==> src/rtl/guest_ce_reset_gen.sv <==
// Fractional clock enables from clk_sys plus a stretched, ce-aligned core reset.
// Optional macro GUEST_CE_PHASE_ALIGN_EN: zero every phase accumulator when the core leaves reset.

module guest_ce_reset_gen #(
    parameter int NUM_CE   = 3,
    parameter int ACC_W    = 16,
    parameter int REQ_W    = 3,
    parameter int RST_HOLD = 16
) (
    input  logic                    clk_sys,
    input  logic                    reset,
    input  logic [REQ_W-1:0]        rst_req,
    input  logic [NUM_CE*ACC_W-1:0] ce_inc,
    input  logic [NUM_CE-1:0]       ce_en,
    output logic [NUM_CE-1:0]       ce_out,
    output logic                    core_reset,
    output logic                    rst_done
);

    localparam int CNT_W = (RST_HOLD < 1) ? 1 : $clog2(RST_HOLD + 1);
    localparam logic [CNT_W-1:0] HOLD_MAX = CNT_W'(RST_HOLD);

    typedef enum logic [1:0] {
        S_ASSERT = 2'd0,
        S_HOLD   = 2'd1,
        S_ALIGN  = 2'd2,
        S_RUN    = 2'd3
    } state_t;

    function automatic logic [ACC_W:0] acc_add(input logic [ACC_W-1:0] acc,
                                               input logic [ACC_W-1:0] inc);
        return {1'b0, acc} + {1'b0, inc};
    endfunction

    logic [REQ_W-1:0]             req_sync_p0;
    logic [REQ_W-1:0]             req_sync_p1;
    logic                         req_s;
    logic [NUM_CE-1:0][ACC_W-1:0] acc_q;
    logic [CNT_W-1:0]             hold_cnt;
    state_t                       state_q;
    state_t                       state_d;
    logic                         release_now;

    // Stage p0/p1: independent two-flop synchroniser per request bit
    always_ff @(posedge clk_sys or posedge reset) begin
        if (reset) begin
            req_sync_p0 <= '0;
            req_sync_p1 <= '0;
        end else begin
            req_sync_p0 <= rst_req;
            req_sync_p1 <= req_sync_p0;
        end
    end

    assign req_s = |req_sync_p1;

    // Phase accumulators: the carry of each add becomes next cycle's enable pulse
    always_ff @(posedge clk_sys or posedge reset) begin
        if (reset) begin
            acc_q  <= '0;
            ce_out <= '0;
        end else begin
            for (int i = 0; i < NUM_CE; i++) begin
                if (ce_en[i]) begin
                    {ce_out[i], acc_q[i]} <= acc_add(acc_q[i], ce_inc[i*ACC_W +: ACC_W]);
                end else begin
                    ce_out[i] <= 1'b0;
                end
`ifdef GUEST_CE_PHASE_ALIGN_EN
                if (release_now) begin
                    acc_q[i] <= '0;
                end
`endif
            end
        end
    end

    always_ff @(posedge clk_sys or posedge reset) begin
        if (reset) begin
            state_q <= S_ASSERT;
        end else begin
            state_q <= state_d;
        end
    end

    // Counter only lives in HOLD; it saturates at RST_HOLD so it can never wrap
    always_ff @(posedge clk_sys or posedge reset) begin
        if (reset) begin
            hold_cnt <= '0;
        end else if (state_q != S_HOLD || req_s) begin
            hold_cnt <= '0;
        end else if (ce_out[0] && hold_cnt != HOLD_MAX) begin
            hold_cnt <= hold_cnt + CNT_W'(1);
        end
    end

    always_comb begin
        state_d = state_q;
        if (req_s) begin
            state_d = S_ASSERT;
        end else begin
            case (state_q)
                S_ASSERT: state_d = S_HOLD;
                S_HOLD:   if (hold_cnt == HOLD_MAX) state_d = S_ALIGN;
                S_ALIGN:  if (ce_out[0]) state_d = S_RUN;
                S_RUN:    state_d = S_RUN;
                default:  state_d = S_ASSERT;
            endcase
        end
    end

    assign release_now = (state_q == S_ALIGN) && (state_d == S_RUN);

    always_comb begin
        core_reset = (state_q != S_RUN);
    end

    // Single-cycle marker coincident with the first cycle of RUN
    always_ff @(posedge clk_sys or posedge reset) begin
        if (reset) begin
            rst_done <= 1'b0;
        end else begin
            rst_done <= release_now;
        end
    end

endmodule

==> config.mk <==
export PLATFORM = sky130hd
export DESIGN_NAME = guest_ce_reset_gen
export DESIGN_NICKNAME = d
export VERILOG_FILES = /design/src/rtl/guest_ce_reset_gen.sv
export SDC_FILE = /design/constraint.sdc
export NUM_CORES = 1
export LEC_CHECK = 0
export BUFFER_PORTS_ARGS = -buffer_cell sky130_fd_sc_hd__buf_2
export CAP_MARGIN = 20
export CORE_MARGIN = 10
export CORE_UTILIZATION = 60
export CTS_BUF_LIST = sky130_fd_sc_hd__clkbuf_8
export CTS_CLUSTER_DIAMETER = 80
export DETAILED_ROUTE_END_ITERATION = 8
export HOLD_SLACK_MARGIN = 0.02
export PLACE_DENSITY_LB_ADDON = 0.12
export SLEW_MARGIN = 20
export SYNTH_ARGS = -nofsm -noshare
export SYNTH_HDL_FRONTEND = slang
export SYNTH_SLANG_ARGS = --single-unit
export TNS_END_PERCENT = 5
==> constraint.sdc <==
create_clock -name clk_sys -period 2.7 [get_ports clk_sys]
set_input_delay 0.81 -clock clk_sys [delete_from_list [all_inputs] [get_ports clk_sys]]
set_output_delay 0.81 -clock clk_sys [all_outputs]
set_load 0.05 [all_outputs]
==> summary.md, run 1 <==
| Metric | Value |
|---|---|
| Worst skew pair latency | `0.35 ns` |
| DP Area | `roughly 5100 um2` |
| CTS H-tree depth | `3` |
| Synthesized area | `around 4400 um2` |
| DR vias/cell | `between 5 and 6` |
| Total number of vias | `between 3000 and 4000` |
| Pre-antenna DRT Iters | `4` |
| Fin crit period | `around 2.6 ns` |
| Antenna violations before repair | `0` |
| Element type at the critical path start | `primary input` |
| Power Dens Cells | `around 1200 nW/um2` |
| CP Capture Type | `flop` |
| Most common cell after layout, fill and taps aside | `dfrtp_1` |
| Clk slew on worst S/H paths | `0.08 ns` |
| Crit path kind | `primary input to flop` |
| Slew HR | `around 62%` |
| CTS Buffer Depth | `2` |
| Multi-input logic area | `around 2800 um2` |
| Worst-margin pin slew | `0.551 ns` |
| First-pass GRT wire length | `around 16 mm` |
| Unrepaired setup endpoints after global routing | `yes` |
| Die Area | `~11000 um2` |
| Routability congestion estimate | `0.830` |
| CORE AREA | `a little over 7000 um2` |
| Final hold slack | `between 0.3 and 0.4 ns` |
| Post-Syn Instances | `roughly 430` |
| HP Class | `flop to flop` |
| Die height | `approximately 110 um` |
| CTS Buf Count | `9` |
| Starting DRC count in detailed routing | `between 90 and 100` |
| Final Hold Fails | `0` |
| Number of flops mapped to enable cells by yosys | `0` |
| Max Slew Vio Count | `0` |
| Total GRT Usage | `about 17%` |
| Worst Hold Launch | `req_sync_p0[1]` |
| Worst hold endpoint | `req_sync_p1[1]` |
| Ys async rst share | `100%` |
| Total Power | `between 6 and 7 mW` |
| Total gr overflow | `0` |
| Root buf cell | `clkbuf_8` |
| Post-cts sizing count | `0` |
| Area Overhead vs Synth | `21.1%` |
| Most frequent cells in the layout | `dfrtp_1, buf_2, ha_1` |
| Initial Util | `roughly 61%` |
| Hold path depth | `0` |
| R2R Path End | `acc_q[14]` |
| Final HPWL DP | `roughly 6.8 mm` |
| Share of post-route cells with drive strength above 1 | `between 30% and 40%` |
| Worst Path Required | `a little under 3 ns` |
| Worst clock skew | `0.00946 ns` |
| Number of global-route vias before repair | `3716` |
| Utilization after layout | `between 70% and 80%` |
| Worst VDD drop | `~0.00067 V` |
| Max_cap viols | `0` |
| Worst slack, placed | `-0.283 ns` |
| Static leakage | `2.47 nW` |
| Reg2Reg Launch Point | `acc_q[0]` |
| Boundary pin count | `between 60 and 70` |
| Hold-fix buffers, CTS | `0` |
| # DRC | `0` |
| Reg2reg path depth | `9` |
| Netlist cell types | `slightly above 50` |
| Top_reg_cell synth | `dfrtp_1` |
| FF/Latch Area | `around 1600 um2` |
| Final clock period utilization by the worst path | `96.3%` |
| Inserted Diodes | `0` |
| # nets final | `roughly 640` |
| Placed Cells | `620` |
| FP Rows | `31` |
| Final cell count without fillers | `about 640` |
| Reg2Reg Setup Slack | `approximately 0.26 ns` |
| Status | `complete, no violations` |
| Setup TNS | `0 ns` |
| Avg WL per Cell | `~14 um` |
| Final Cell Area | `5350 um2` |
| Worst-path fanout max | `3` |
| Sequential area share after synthesis | `36.8%` |
| Post-route ant nets | `0` |
| Fmax | `384 MHz` |
| Mapped Nets | `roughly 540` |
| CP arrival | `~2.8 ns` |
| Fill cells | `569` |
| Mean Syn Cell Area | `slightly above 10 um2` |
| Clock sink count | `65` |
| Die X-Extent | `~110 um` |
| Largest net degree at the start of global routing | `between 60 and 70` |
| Setup ws final | `slightly below 0.1 ns` |
| Post-CTS Setup Inserts | `0` |
| Synth warn | `0` |
| # setup viols final | `0` |
| Final wirelength | `roughly 9 mm` |
| CTS tree | `yes` |
| Port Buffer Count | `60` |
| Synthesized flop and latch total | `65` |
## critical path, stage by stage
cell      delay [ns]
buf_2           0.11
ha_4            0.16
fa_2            0.38
a21o_1          0.20
a221oi_4        0.27
a211o_1         0.19
a21oi_2         0.07
a21bo_2         0.25
xor2_1          0.14
mux2_2          0.26
## Yosys cell counts (all sizes together), types with 11 or more instances
library cell	instances	area [um2]
xor2	14	123
a21o	11	82.6
inv	12	45.0
o21ai	14	70.1
dfrtp	65	1630
ha	50	626
xnor2	26	228
nor2	34	128
nand3	14	70.1
a21oi	39	195
mux2	34	383
nand2	16	60.1
## sequential cells by signal (all words and copies together) (netlist names)
name / count
acc_q: 48
hold_cnt: 5
ce_out: 3
req_sync_p0: 3
req_sync_p1: 3
state_q: 2
rst_done: 1
## power by group
| part | switching [mW] | total, mW | leakage, nW | internal [mW] |
|---|---|---|---|---|
| Combinational | 1.79 | 3.77 | 1.59 | 1.98 |
| Sequential | 0.236 | 1.62 | 0.779 | 1.38 |
| Clock | 0.427 | 0.861 | 0.100 | 0.434 |
| Total | 2.45 | 6.25 | 2.47 | 3.80 |
## layer usage
| layer | global-route usage (%) | vias to the layer above | wire (um) |
|---|---|---|---|
| met1 | 19.2 | 1673 | 3960 |
| met5 | 0 | - | 0 |
| met2 | 29.7 | 54 | 4640 |
| li1 | - | 1796 | - |
| met4 | 6.38 | 0 | 141 |
| met3 | 3.53 | 10 | 371 |
## how the worst max path moves through the flow
| stage | start | endpoint | slack [ns] | cells past startpoint |
|---|---|---|---|---|
| 3_3_place_gp | ce_inc[0] | acc_q[14] | -0.27 | 10 |
| 4_1_cts | ce_inc[0] | acc_q[14] | 0.07 | 10 |
| 2_1_floorplan | ce_inc[0] | acc_q[14] | -0.08 | 9 |
| 6_report | ce_inc[0] | acc_q[14] | 0.1 | 10 |
| 3_5_place_dp | ce_inc[0] | acc_q[14] | -0.28 | 10 |
| 5_1_grt | ce_inc[32] | acc_q[46] | -0.006 | 10 |
## cells by family (layout without fill, tap and decap cells)
logic type,Yosys count,in the layout,share of synthesized area (%)
compound gates,119,119,18.0
simple gates,101,101,11.2
flops,65,65,36.8
fa+ha+maj,53,53,15.5
xor+xnor,40,40,7.93
mux,35,35,8.90
buf+inv,19,124,1.61
## cell type report
class / count / share of cell area [%]
multi-input cells: 348 / 51.7
flip-flops and latches: 65 / 30.4
repair buffers: 96 / 10.9
clock buffers: 9 / 2.32
well taps: 99 / 2.32
clock inverters: 7 / 1.45
inverters: 12 / 0.843
Power figures use the tool's default switching activity.
==> run 2, diff against run 1 <==
Settings changed: BUFFER_PORTS_ARGS -buffer_cell sky130_fd_sc_hd__buf_2 to default, CORE_UTILIZATION 60 to 66, DONT_BUFFER_PORTS from default to 1.
==> run 2 against run 1 <==
Net effect: sequential share of layout area increased by 2.5 points; register-to-register slack got worse by 0.08 ns; fmax decreased by 0.22%; largest cell class unchanged; clock-buffer cell count increased by 1; sequential power increased by 4%; highest routed layer unchanged; first-iteration DRC count decreased by 31%; critical endpoint is now acc_q[30]; final area decreased by 7.5%; clock skew increased by 0.0023 ns; critical path depth decreased by 1.
==> summary.md, run 2 (synthesis gave the netlist of run 1 again) <==
| Metric | Value |
|---|---|
| Routability congestion estimate | `roughly 0.85` |
| Final Cell Area | `between 4000 and 5000 um2` |
| Final wirelength | `9.15 mm` |
| Met1 Usage GRT | `20.5%` |
| DR vias/cell | `6.13` |
| FP Rows | `29` |
| Unrepaired setup endpoints after global routing | `no` |
| Final HPWL DP | `slightly below 7 mm` |
| Pre-antenna DRT Iters | `4` |
| CP Capture Type | `flop` |
| Worst slack, placed | `-0.195 ns` |
| Largest net degree at the start of global routing | `28` |
| Post-route ant nets | `0` |
| Final Hold Fails | `0` |
| CP arrival | `around 2.8 ns` |
| Clk slew on worst S/H paths | `roughly 0.08 ns` |
| Most Crowded Layer GR | `met2` |
| Worst Path Required | `~2.9 ns` |
| Total number of vias | `3335` |
| CORE AREA | `between 6000 and 7000 um2` |
| First-pass GRT wire length | `~15 mm` |
| Die Area | `roughly 10000 um2` |
| Port Buffer Count | `0` |
| Slew HR | `between 50% and 60%` |
| Max_cap viols | `0` |
| DP Area | `around 4700 um2` |
| Most common cell after layout, fill and taps aside | `dfrtp_1` |
| Die height | `102 um` |
| CTS Buf Count | `9` |
| # nets final | `approximately 570` |
| Worst skew pair latency | `0.35 ns` |
| Fill cells | `~470` |
| Power Dens Cells | `1250 nW/um2` |
| Setup ws final | `0.0929 ns` |
| Fin crit period | `about 2.6 ns` |
| Element type at the critical path start | `primary input` |
| Number of global-route vias before repair | `~3400` |
| Starting DRC count in detailed routing | `between 60 and 70` |
| M2 GR Usage | `between 30% and 40%` |
| Worst-path fanout max | `3` |
| Boundary pin count | `~60` |
| Inserted Diodes | `0` |
| Root buf cell | `clkbuf_8` |
| HP Class | `flop to flop` |
| Static leakage | `about 2.2 nW` |
| Initial Util | `68.8%` |
| Most frequent cells in the layout | `dfrtp_1, ha_1, a21oi_1` |
| CTS H-tree depth | `3` |
| Worst-margin pin slew | `a little under 0.7 ns` |
| Total GRT Usage | `17.9%` |
| CTS tree | `yes` |
| Final clock period utilization by the worst path | `between 90% and 100%` |
| Die X-Extent | `~100 um` |
| Max Slew Vio Count | `0` |
| # DRC | `0` |
| Worst clock skew | `between 0.01 and 0.015 ns` |
| Most flop-heavy register | `acc_q` |
| Utilization after layout | `77.0%` |
| Avg WL per Cell | `16.8 um` |
| Total gr overflow | `0` |
| GRT met3 Usage | `4.42%` |
| Crit path kind | `primary input to flop` |
| Worst VDD drop | `between 0.0007 and 0.0008 V` |
| Share of post-route cells with drive strength above 1 | `19.7%` |
| Max reg flops | `between 40 and 50` |
| Regs by FF count | `acc_q x48, hold_cnt x5` |
| Area Overhead vs Synth | `12.0%` |
| # setup viols final | `0` |
| Antenna violations before repair | `0` |
| Status | `complete, no violations` |
| Clock sink count | `65` |
| CTS Buffer Depth | `2` |
| Hold-fix buffers, CTS | `0` |
| Fmax | `about 380 MHz` |
run 2: path summary, 6_finish.rpt:
path                           startpoint              to  slack, ns  depth (start not counted)
setup / recovery               ce_inc[16]       acc_q[30]       0.09                          9
hold / removal             req_sync_p0[1]  req_sync_p1[1]       0.35                          0
setup reg to reg                acc_q[16]       acc_q[30]       0.18                          9
hold reg to reg            req_sync_p0[1]  req_sync_p1[1]       0.35                          0
max in group asynchronous           reset       acc_q[14]       1.62                          2
min in group asynchronous           reset       acc_q[41]       0.39                          1
run 2: metrics by stage:
stage	setup TNS, ns	power (mW)	hold WS [ns]	instances
floorplan	-0.184	4.37	0.331	432
global placement	-0.621	5.02	0.333	528
detailed placement	-0.914	5.20	0.336	528
CTS	0	6.19	0.354	544
global route	0	6.74	0.362	544
finish	0	6.19	0.351	544
run 2: routing by layer:
metal | up-vias | wire, um
met3 | 16 | 483
met2 | 54 | 4670
met5 | - | 0
li1 | 1647 | -
met4 | 0 | 136
met1 | 1618 | 3860
run 2: timing repair:
action                     in CTS  in global routing
setup buffers                   0                  0
resized for setup               0                  1
hold endpoints to repair        0                  0
setup endpoints to repair       0                  1
run 2: power by group:
group	total [mW]	switching (mW)	leakage (nW)	internal, mW
clock	0.950	0.402	0.113	0.548
combinational	3.56	1.70	1.30	1.86
sequential	1.68	0.300	0.779	1.38
total	6.19	2.40	2.19	3.79
run 2: layout make-up:
class / count / area [um2] / area share [%]
Clock buffer: 10 / 138 / 2.78
Clock inverter: 6 / 90.1 / 1.82
Inverter: 12 / 45.0 / 0.911
Multi-Input combinational cell: 348 / 2760 / 55.7
Sequential cell: 65 / 1630 / 32.9
Tap cell: 77 / 96.3 / 1.95
Timing Repair Buffer: 26 / 195 / 3.95
run 2: worst max-delay path, cell delays in order:
cell,delay (ns)
ha_1,0.20
fa_2,0.36
a211oi_2,0.25
o21a_1,0.17
o21ai_1,0.10
a2111oi_0,0.36
o21bai_1,0.16
xor2_1,0.16
mux2_2,0.26
